**src/rtl/ic_pkg.sv**
```systemverilog
// Shared definitions for the restore counter: the decoded per-cycle
// operation and the sizing helper for the snapshot depth field.
package ic_pkg;

   // One operation wins each cycle, in priority order restore > load > step > hold
   typedef enum logic [2:0] {
      OP_HOLD    = 3'd0,
      OP_INC     = 3'd1,
      OP_DEC     = 3'd2,
      OP_LOAD    = 3'd3,
      OP_RESTORE = 3'd4
   } op_e;

   // Bits needed to hold a snapshot count in the range 0..depth
   function automatic int stack_ptr_w(input int depth);
      return $clog2(depth + 32'sd1);
   endfunction

endpackage

```
**src/rtl/ic_snapshot_stack.sv**
```systemverilog
// Circular-buffer LIFO of saved count values. A push while full overwrites
// the oldest entry, which is always the slot the write pointer sits on.
module ic_snapshot_stack
   import ic_pkg::*;
#(
   parameter int WIDTH = 8,
   parameter int DEPTH = 4
) (
   input  logic                          clk,
   input  logic                          rstN,
   input  logic                          push,
   input  logic                          pop,
   input  logic [WIDTH-1:0]              pushData,
   output logic [WIDTH-1:0]              topData,
   output logic [stack_ptr_w(DEPTH)-1:0] depth,
   output logic                          full,
   output logic                          empty
);

   localparam int IDX_W = (DEPTH > 1) ? $clog2(DEPTH) : 1;
   localparam int DW    = stack_ptr_w(DEPTH);

   logic [WIDTH-1:0] mem_r [DEPTH];
   logic [IDX_W-1:0] wr_ptr_r;
   logic [IDX_W-1:0] ptr_inc_s;
   logic [IDX_W-1:0] ptr_dec_s;
   logic [IDX_W-1:0] ptr_nxt_s;
   logic [DW-1:0]    depth_r;
   logic [DW-1:0]    depth_nxt_s;
   logic             full_r;
   logic             empty_r;

   // Neighbouring slot indices with wrap-around at DEPTH
   always_comb begin
      ptr_inc_s = IDX_W'(0);
      ptr_dec_s = IDX_W'(0);
      if (wr_ptr_r == IDX_W'(DEPTH - 1)) begin
         ptr_inc_s = IDX_W'(0);
      end else begin
         ptr_inc_s = wr_ptr_r + IDX_W'(1);
      end
      if (wr_ptr_r == IDX_W'(0)) begin
         ptr_dec_s = IDX_W'(DEPTH - 1);
      end else begin
         ptr_dec_s = wr_ptr_r - IDX_W'(1);
      end
   end

   // Next pointer and occupancy; depth saturates at DEPTH on overwrite
   always_comb begin
      ptr_nxt_s   = wr_ptr_r;
      depth_nxt_s = depth_r;
      if (push && !pop) begin
         ptr_nxt_s = ptr_inc_s;
         if (full_r) begin
            depth_nxt_s = depth_r;
         end else begin
            depth_nxt_s = depth_r + DW'(1);
         end
      end else if (pop && !push && !empty_r) begin
         ptr_nxt_s   = ptr_dec_s;
         depth_nxt_s = depth_r - DW'(1);
      end else begin
         ptr_nxt_s   = wr_ptr_r;
         depth_nxt_s = depth_r;
      end
   end

   // Pointer, occupancy and registered full/empty flags
   always_ff @(posedge clk) begin
      if (!rstN) begin
         wr_ptr_r <= IDX_W'(0);
         depth_r  <= DW'(0);
         full_r   <= 1'b0;
         empty_r  <= 1'b1;
      end else begin
         wr_ptr_r <= ptr_nxt_s;
         depth_r  <= depth_nxt_s;
         full_r   <= (depth_nxt_s == DW'(DEPTH));
         empty_r  <= (depth_nxt_s == DW'(0));
      end
   end

   // Entry storage; contents are meaningless while not counted in depth
   always_ff @(posedge clk) begin
      if (push && !pop) begin
         mem_r[wr_ptr_r] <= pushData;
      end
   end

   assign topData = mem_r[ptr_dec_s];
   assign depth   = depth_r;
   assign full    = full_r;
   assign empty   = empty_r;

endmodule

```
**src/rtl/ic_restore_counter.sv**
```systemverilog
// Registered up/down counter with runtime step, wrap or saturate arithmetic,
// direct load and a rewindable snapshot stack.
// Optional sticky wrap flag: define IC_STICKY_WRAP_EN to add clearSticky/wrapSticky.
module ic_restore_counter
   import ic_pkg::*;
#(
   parameter int WIDTH    = 8,
   parameter int STEP_W   = 2,
   parameter int DEPTH    = 4,
   parameter int SATURATE = 0
) (
   input  logic                          clk,
   input  logic                          rstN,
   input  logic                          enable,
   input  logic                          decInc,
   input  logic [STEP_W-1:0]             step,
   input  logic                          loadEn,
   input  logic [WIDTH-1:0]              loadValue,
   input  logic                          save,
   input  logic                          restore,
`ifdef IC_STICKY_WRAP_EN
   input  logic                          clearSticky,
   output logic                          wrapSticky,
`endif
   output logic [WIDTH-1:0]              count,
   output logic                          wrapped,
   output logic                          restoreErr,
   output logic [stack_ptr_w(DEPTH)-1:0] stackDepth,
   output logic                          stackFull,
   output logic                          stackEmpty
);

   op_e              op_s;
   logic             pop_s;
   logic             push_s;
   logic [WIDTH-1:0] top_data_s;
   logic [WIDTH:0]   step_ext_s;
   logic [WIDTH:0]   sum_s;
   logic [WIDTH:0]   diff_s;
   logic [WIDTH-1:0] count_nxt_s;
   logic             wrap_nxt_s;
   logic             err_nxt_s;
   logic [WIDTH-1:0] count_r;
   logic             wrapped_r;
   logic             restore_err_r;

   ic_snapshot_stack #(
      .WIDTH (WIDTH),
      .DEPTH (DEPTH)
   ) u_stack (
      .clk      (clk),
      .rstN     (rstN),
      .push     (push_s),
      .pop      (pop_s),
      .pushData (count_r),
      .topData  (top_data_s),
      .depth    (stackDepth),
      .full     (stackFull),
      .empty    (stackEmpty)
   );

   // Decode the winning operation; a restore request always suppresses save
   always_comb begin
      pop_s     = restore & ~stackEmpty;
      push_s    = save & ~restore;
      err_nxt_s = restore & stackEmpty;
      op_s      = OP_HOLD;
      if (pop_s) begin
         op_s = OP_RESTORE;
      end else if (loadEn) begin
         op_s = OP_LOAD;
      end else if (enable) begin
         if (decInc) begin
            op_s = OP_DEC;
         end else begin
            op_s = OP_INC;
         end
      end else begin
         op_s = OP_HOLD;
      end
   end

   // Step arithmetic; the extra MSB is carry-out on add and borrow on subtract
   always_comb begin
      step_ext_s  = (WIDTH + 1)'(step);
      sum_s       = {1'b0, count_r} + step_ext_s;
      diff_s      = {1'b0, count_r} - step_ext_s;
      count_nxt_s = count_r;
      wrap_nxt_s  = 1'b0;
      case (op_s)
         OP_RESTORE: count_nxt_s = top_data_s;
         OP_LOAD:    count_nxt_s = loadValue;
         OP_INC: begin
            wrap_nxt_s = sum_s[WIDTH];
            if (sum_s[WIDTH] && (SATURATE != 0)) begin
               count_nxt_s = {WIDTH{1'b1}};
            end else begin
               count_nxt_s = sum_s[WIDTH-1:0];
            end
         end
         OP_DEC: begin
            wrap_nxt_s = diff_s[WIDTH];
            if (diff_s[WIDTH] && (SATURATE != 0)) begin
               count_nxt_s = {WIDTH{1'b0}};
            end else begin
               count_nxt_s = diff_s[WIDTH-1:0];
            end
         end
         OP_HOLD:    count_nxt_s = count_r;
         default:    count_nxt_s = count_r;
      endcase
   end

   // Count register and single-cycle event pulses
   always_ff @(posedge clk) begin
      if (!rstN) begin
         count_r       <= {WIDTH{1'b0}};
         wrapped_r     <= 1'b0;
         restore_err_r <= 1'b0;
      end else begin
         count_r       <= count_nxt_s;
         wrapped_r     <= wrap_nxt_s;
         restore_err_r <= err_nxt_s;
      end
   end

`ifdef IC_STICKY_WRAP_EN
   logic wrap_sticky_r;

   // Sticky wrap flag; a new wrap event beats a concurrent clear
   always_ff @(posedge clk) begin
      if (!rstN) begin
         wrap_sticky_r <= 1'b0;
      end else begin
         wrap_sticky_r <= wrap_nxt_s | (wrap_sticky_r & ~clearSticky);
      end
   end

   assign wrapSticky = wrap_sticky_r;
`endif

   assign count      = count_r;
   assign wrapped    = wrapped_r;
   assign restoreErr = restore_err_r;

endmodule

```
**config.mk**
```make
export PLATFORM = sky130hd
export DESIGN_NAME = ic_restore_counter
export DESIGN_NICKNAME = d
export VERILOG_FILES = /design/src/rtl/ic_pkg.sv /design/src/rtl/ic_snapshot_stack.sv /design/src/rtl/ic_restore_counter.sv
export SDC_FILE = /design/constraint.sdc
export NUM_CORES = 1
export LEC_CHECK = 0
export CORE_MARGIN = 1
export CORE_UTILIZATION = 50
export CTS_CLUSTER_DIAMETER = 40
export DETAILED_ROUTE_END_ITERATION = 10
export HOLD_SLACK_MARGIN = 0.08
export PLACE_DENSITY = 0.77
export SETUP_SLACK_MARGIN = 0.1
export SLEW_MARGIN = 25
export SYNTH_ARGS = -nofsm -noshare
export SYNTH_HDL_FRONTEND = slang
export SYNTH_SLANG_ARGS = --single-unit
```
**constraint.sdc**
```tcl
create_clock -name clk -period 2.08 [get_ports clk]
set_input_delay 0.52 -clock clk [delete_from_list [all_inputs] [get_ports clk]]
set_output_delay 0.52 -clock clk [all_outputs]
set_load 0.03 [all_outputs]
```
==> results of run 1 <==
## critical path, cell delays in order, from the launching register on
cell	delay (ns)
dfxtp_2	0.34
inv_2	0.06
ha_4	0.13
fa_2	0.20
or3b_4	0.38
or3_4	0.34
a221oi_2	0.21
o21bai_1	0.14
a21oi_1	0.08
## power groups by stage
stage | Combinational (W) | Sequential, W | Clock, W
final | 0.00133 | 0.00129 | 0.000611
after floorplan | 0.000620 | 0.00146 | 0
after CTS | 0.00132 | 0.00129 | 0.000621
after global placement | 0.00128 | 0.00131 | 0
after global routing | 0.00144 | 0.00131 | 0.000654
after detailed placement | 0.00131 | 0.00131 | 0
## cell type report
class / instances / area (µm²)
Multi-Input combinational cell: 138 / 1190
Tap cell: 67 / 83.8
Clock inverter: 3 / 28.8
Inverter: 12 / 45.0
Sequential cell: 49 / 1310
Timing Repair Buffer: 73 / 668
Clock buffer: 5 / 68.8
Fill cell: 345 / 1390
## flip-flops by register name, summed over array words and instances (netlist names)
register,cells
u_stack.depth,3
wrapped,1
u_stack.full,1
u_stack.wr_ptr_r,2
restoreErr,1
count,8
u_stack.empty,1
u_stack.mem_r,32
## logic make-up (layout without fill, tap and decap cells)
group / Yosys count / in the layout / share of synthesized area
simple gates: 60 / 60 / 0.139
compound gates: 51 / 51 / 0.143
xor+xnor: 5 / 5 / 0.0174
mux: 10 / 10 / 0.0826
fa+ha+maj: 12 / 12 / 0.0657
buf+inv: 20 / 93 / 0.0343
flops: 49 / 49 / 0.517
## metal layers
metal  wire length, µm  up-vias
met1              2680      940
met2              2940       83
met3               338       10
li1                  -      938
met4                74        0
met5                 0        -
## what timing repair did
item,in CTS,in global routing
resized for setup,14,12
pin swaps,1,4
gates cloned,0,0
setup endpoints to repair,12,10
## cells in the mapped netlist (4+ instances only)
library cell	n	share of area
a21oi_1	15	0.030
and2_1	5	0.012
clkbuf_1	4	0.0060
dfxtp_1	17	0.14
edfxtp_1	32	0.38
ha_1	10	0.050
inv_1	12	0.018
mux4_2	6	0.054
nand2_1	10	0.015
nand2b_1	5	0.012
nor2_1	11	0.016
nor2b_1	5	0.012
o21ai_0	7	0.014
o221ai_1	7	0.024
xnor2_1	4	0.014
## through the flow
stage          std cells  hold WS, ns
2_1_floorplan        207        0.454
3_3_place_gp         339        0.478
3_5_place_dp         339        0.476
4_1_cts              347        0.499
5_1_grt              347        0.462
6_report             347        0.450
## how the worst max path moves through the flow
stage               slack [ns]  startpoint  endpoint
finish                    0.09    count[0]  count[6]
global route              0.01    count[0]  count[6]
CTS                       0.07    count[0]  count[6]
detailed placement       -0.65     step[0]  count[6]
global placement         -0.60     step[0]  count[6]
floorplan                -0.01     step[0]  count[6]
==> impl_metrics.json, run 1 <==
{
  "drtAntennaViolNets": 0,
  "fin_util": 0.709,
  "die-height_um": 72.9,
  "grt_use_total": 0.250,
  "switching_share": 0.359,
  "path_class": "flip-flop to flip-flop",
  "postCtsSetupRepairBufs": 0,
  "fmax_ghz": 0.503,
  "power.density_nw_per_um2": 952,
  "synthDistinctLibCells": 51,
  "port_buffers": 31,
  "holdCritStartpoint": "u_stack.wr_ptr_r[0]",
  "antenna_found_initial": 0,
  "h-tree-depth": 2,
  "numCtsBuffers": 5,
  "hold_viol": 0,
  "initial_core_util": 0.525,
  "fin_tns_setup_ns": 0,
  "critPathArrivalTime_ns": 2.19,
  "num_antenna_cells": 0,
  "path_max_fanout": 2,
  "place_ws_ns": -0.648,
  "synthArstFlopShare": 0,
  "cts_hold_buf": 0,
  "via_per_inst": 5.68,
  "cts_tree": "done",
  "end_kind": "flip-flop",
  "globalRouteMet3Util": 0.0387,
  "finalPower_w": 0.00323,
  "drv_cap": 0,
  "synth_edf_count": 32,
  "cts.clk_slew.worst_paths_ns": 0.10,
  "place_congestion": 0.830,
  "synth_cells": 207,
  "rsz0062_at_grt": "yes",
  "status": "complete, no violations",
  "grt_pass1_wl_um": 9570,
  "reg2reg_depth": 8,
  "final_common_cell": "buf_4",
  "route.detailed.drc": 0,
  "synth_seq_cells": 49,
  "p_comb_frac": 0.411,
  "top_usage_layer": "met2",
  "numClockSinks": 49,
  "wl_per_cell_um": 17.4,
  "drt_iter0_drc": 132,
  "dr.pass1.iters": 5,
  "hold_end": "u_stack.wr_ptr_r[0]",
  "grt_util_met1": 0.351,
  "cellLeakagePower_nw": 1.35,
  "reg2reg_slack_ns": 0.09,
  "p_sw_w": 0.00116,
  "start_kind": "flip-flop",
  "synth_seq_area_share": 0.517,
  "period_share": 0.957,
  "clk-insertion-delay-late_ns": 0.31,
  "nets": 308,
  "post_dp_cell_area_um2": 3260,
  "hold_path.class": "flip-flop to flip-flop",
  "synth_nets": 236,
  "netlist_area_um2": 2510,
  "grt_overflow": 0,
  "cts_buffer_depth": 2,
  "reg2reg_from": "count[0]",
  "mostFrequentLayoutCells": "buf_4 (38), edfxtp_1 (32), clkdlybuf4s50_1 (22)",
  "grt_max_degree": 19,
  "use_met2": 0.401,
  "worst_pin_slew_ns": 0.475,
  "grt_pass1_vias": 1859,
  "yosysWarnings": 0,
  "slew_headroom": 0.683,
  "syn_area_per_cell_um2": 12.1,
  "dp_hpwl_um": 4340,
  "drive_gt1_frac": 0.289,
  "dieArea_um2": 5320,
  "finalWorstSetupSlack_ns": 0.0904,
  "num_io_pins": 32,
  "die_x_um": 72.9,
  "pwr-share-clk": 0.189,
  "holdPathStages": 1,
  "drv_slew": 0,
  "stdcell_area_um2": 3390,
  "seqPwrFrac": 0.400,
  "r2r-end": "count[6]",
  "vias": 1971,
  "ir_worst_vdd_mv": 0.760,
  "finalCriticalPeriod_ns": 1.99,
  "core-area_um2": 4790,
  "wirelength_um": 6030,
  "p_int_w": 0.00207,
  "root_buffer": "clkbuf_8",
  "required_ns": 2.28,
  "rows": 25,
  "finalClockSkew_ns": 0.00534,
  "area_delta_synth_final_pct": 35.0,
  "setup_viol": 0,
  "ys.flop_type": "edfxtp_1"
}
No activity file was read; power rests on OpenSTA's default activity.
==> inputs of run 2 (changes only) <==
Settings changed: HOLD_SLACK_MARGIN 0.08 to default.
==> results of run 2 <==
The final DEF is identical to that of run 1; final timing and power are the same.
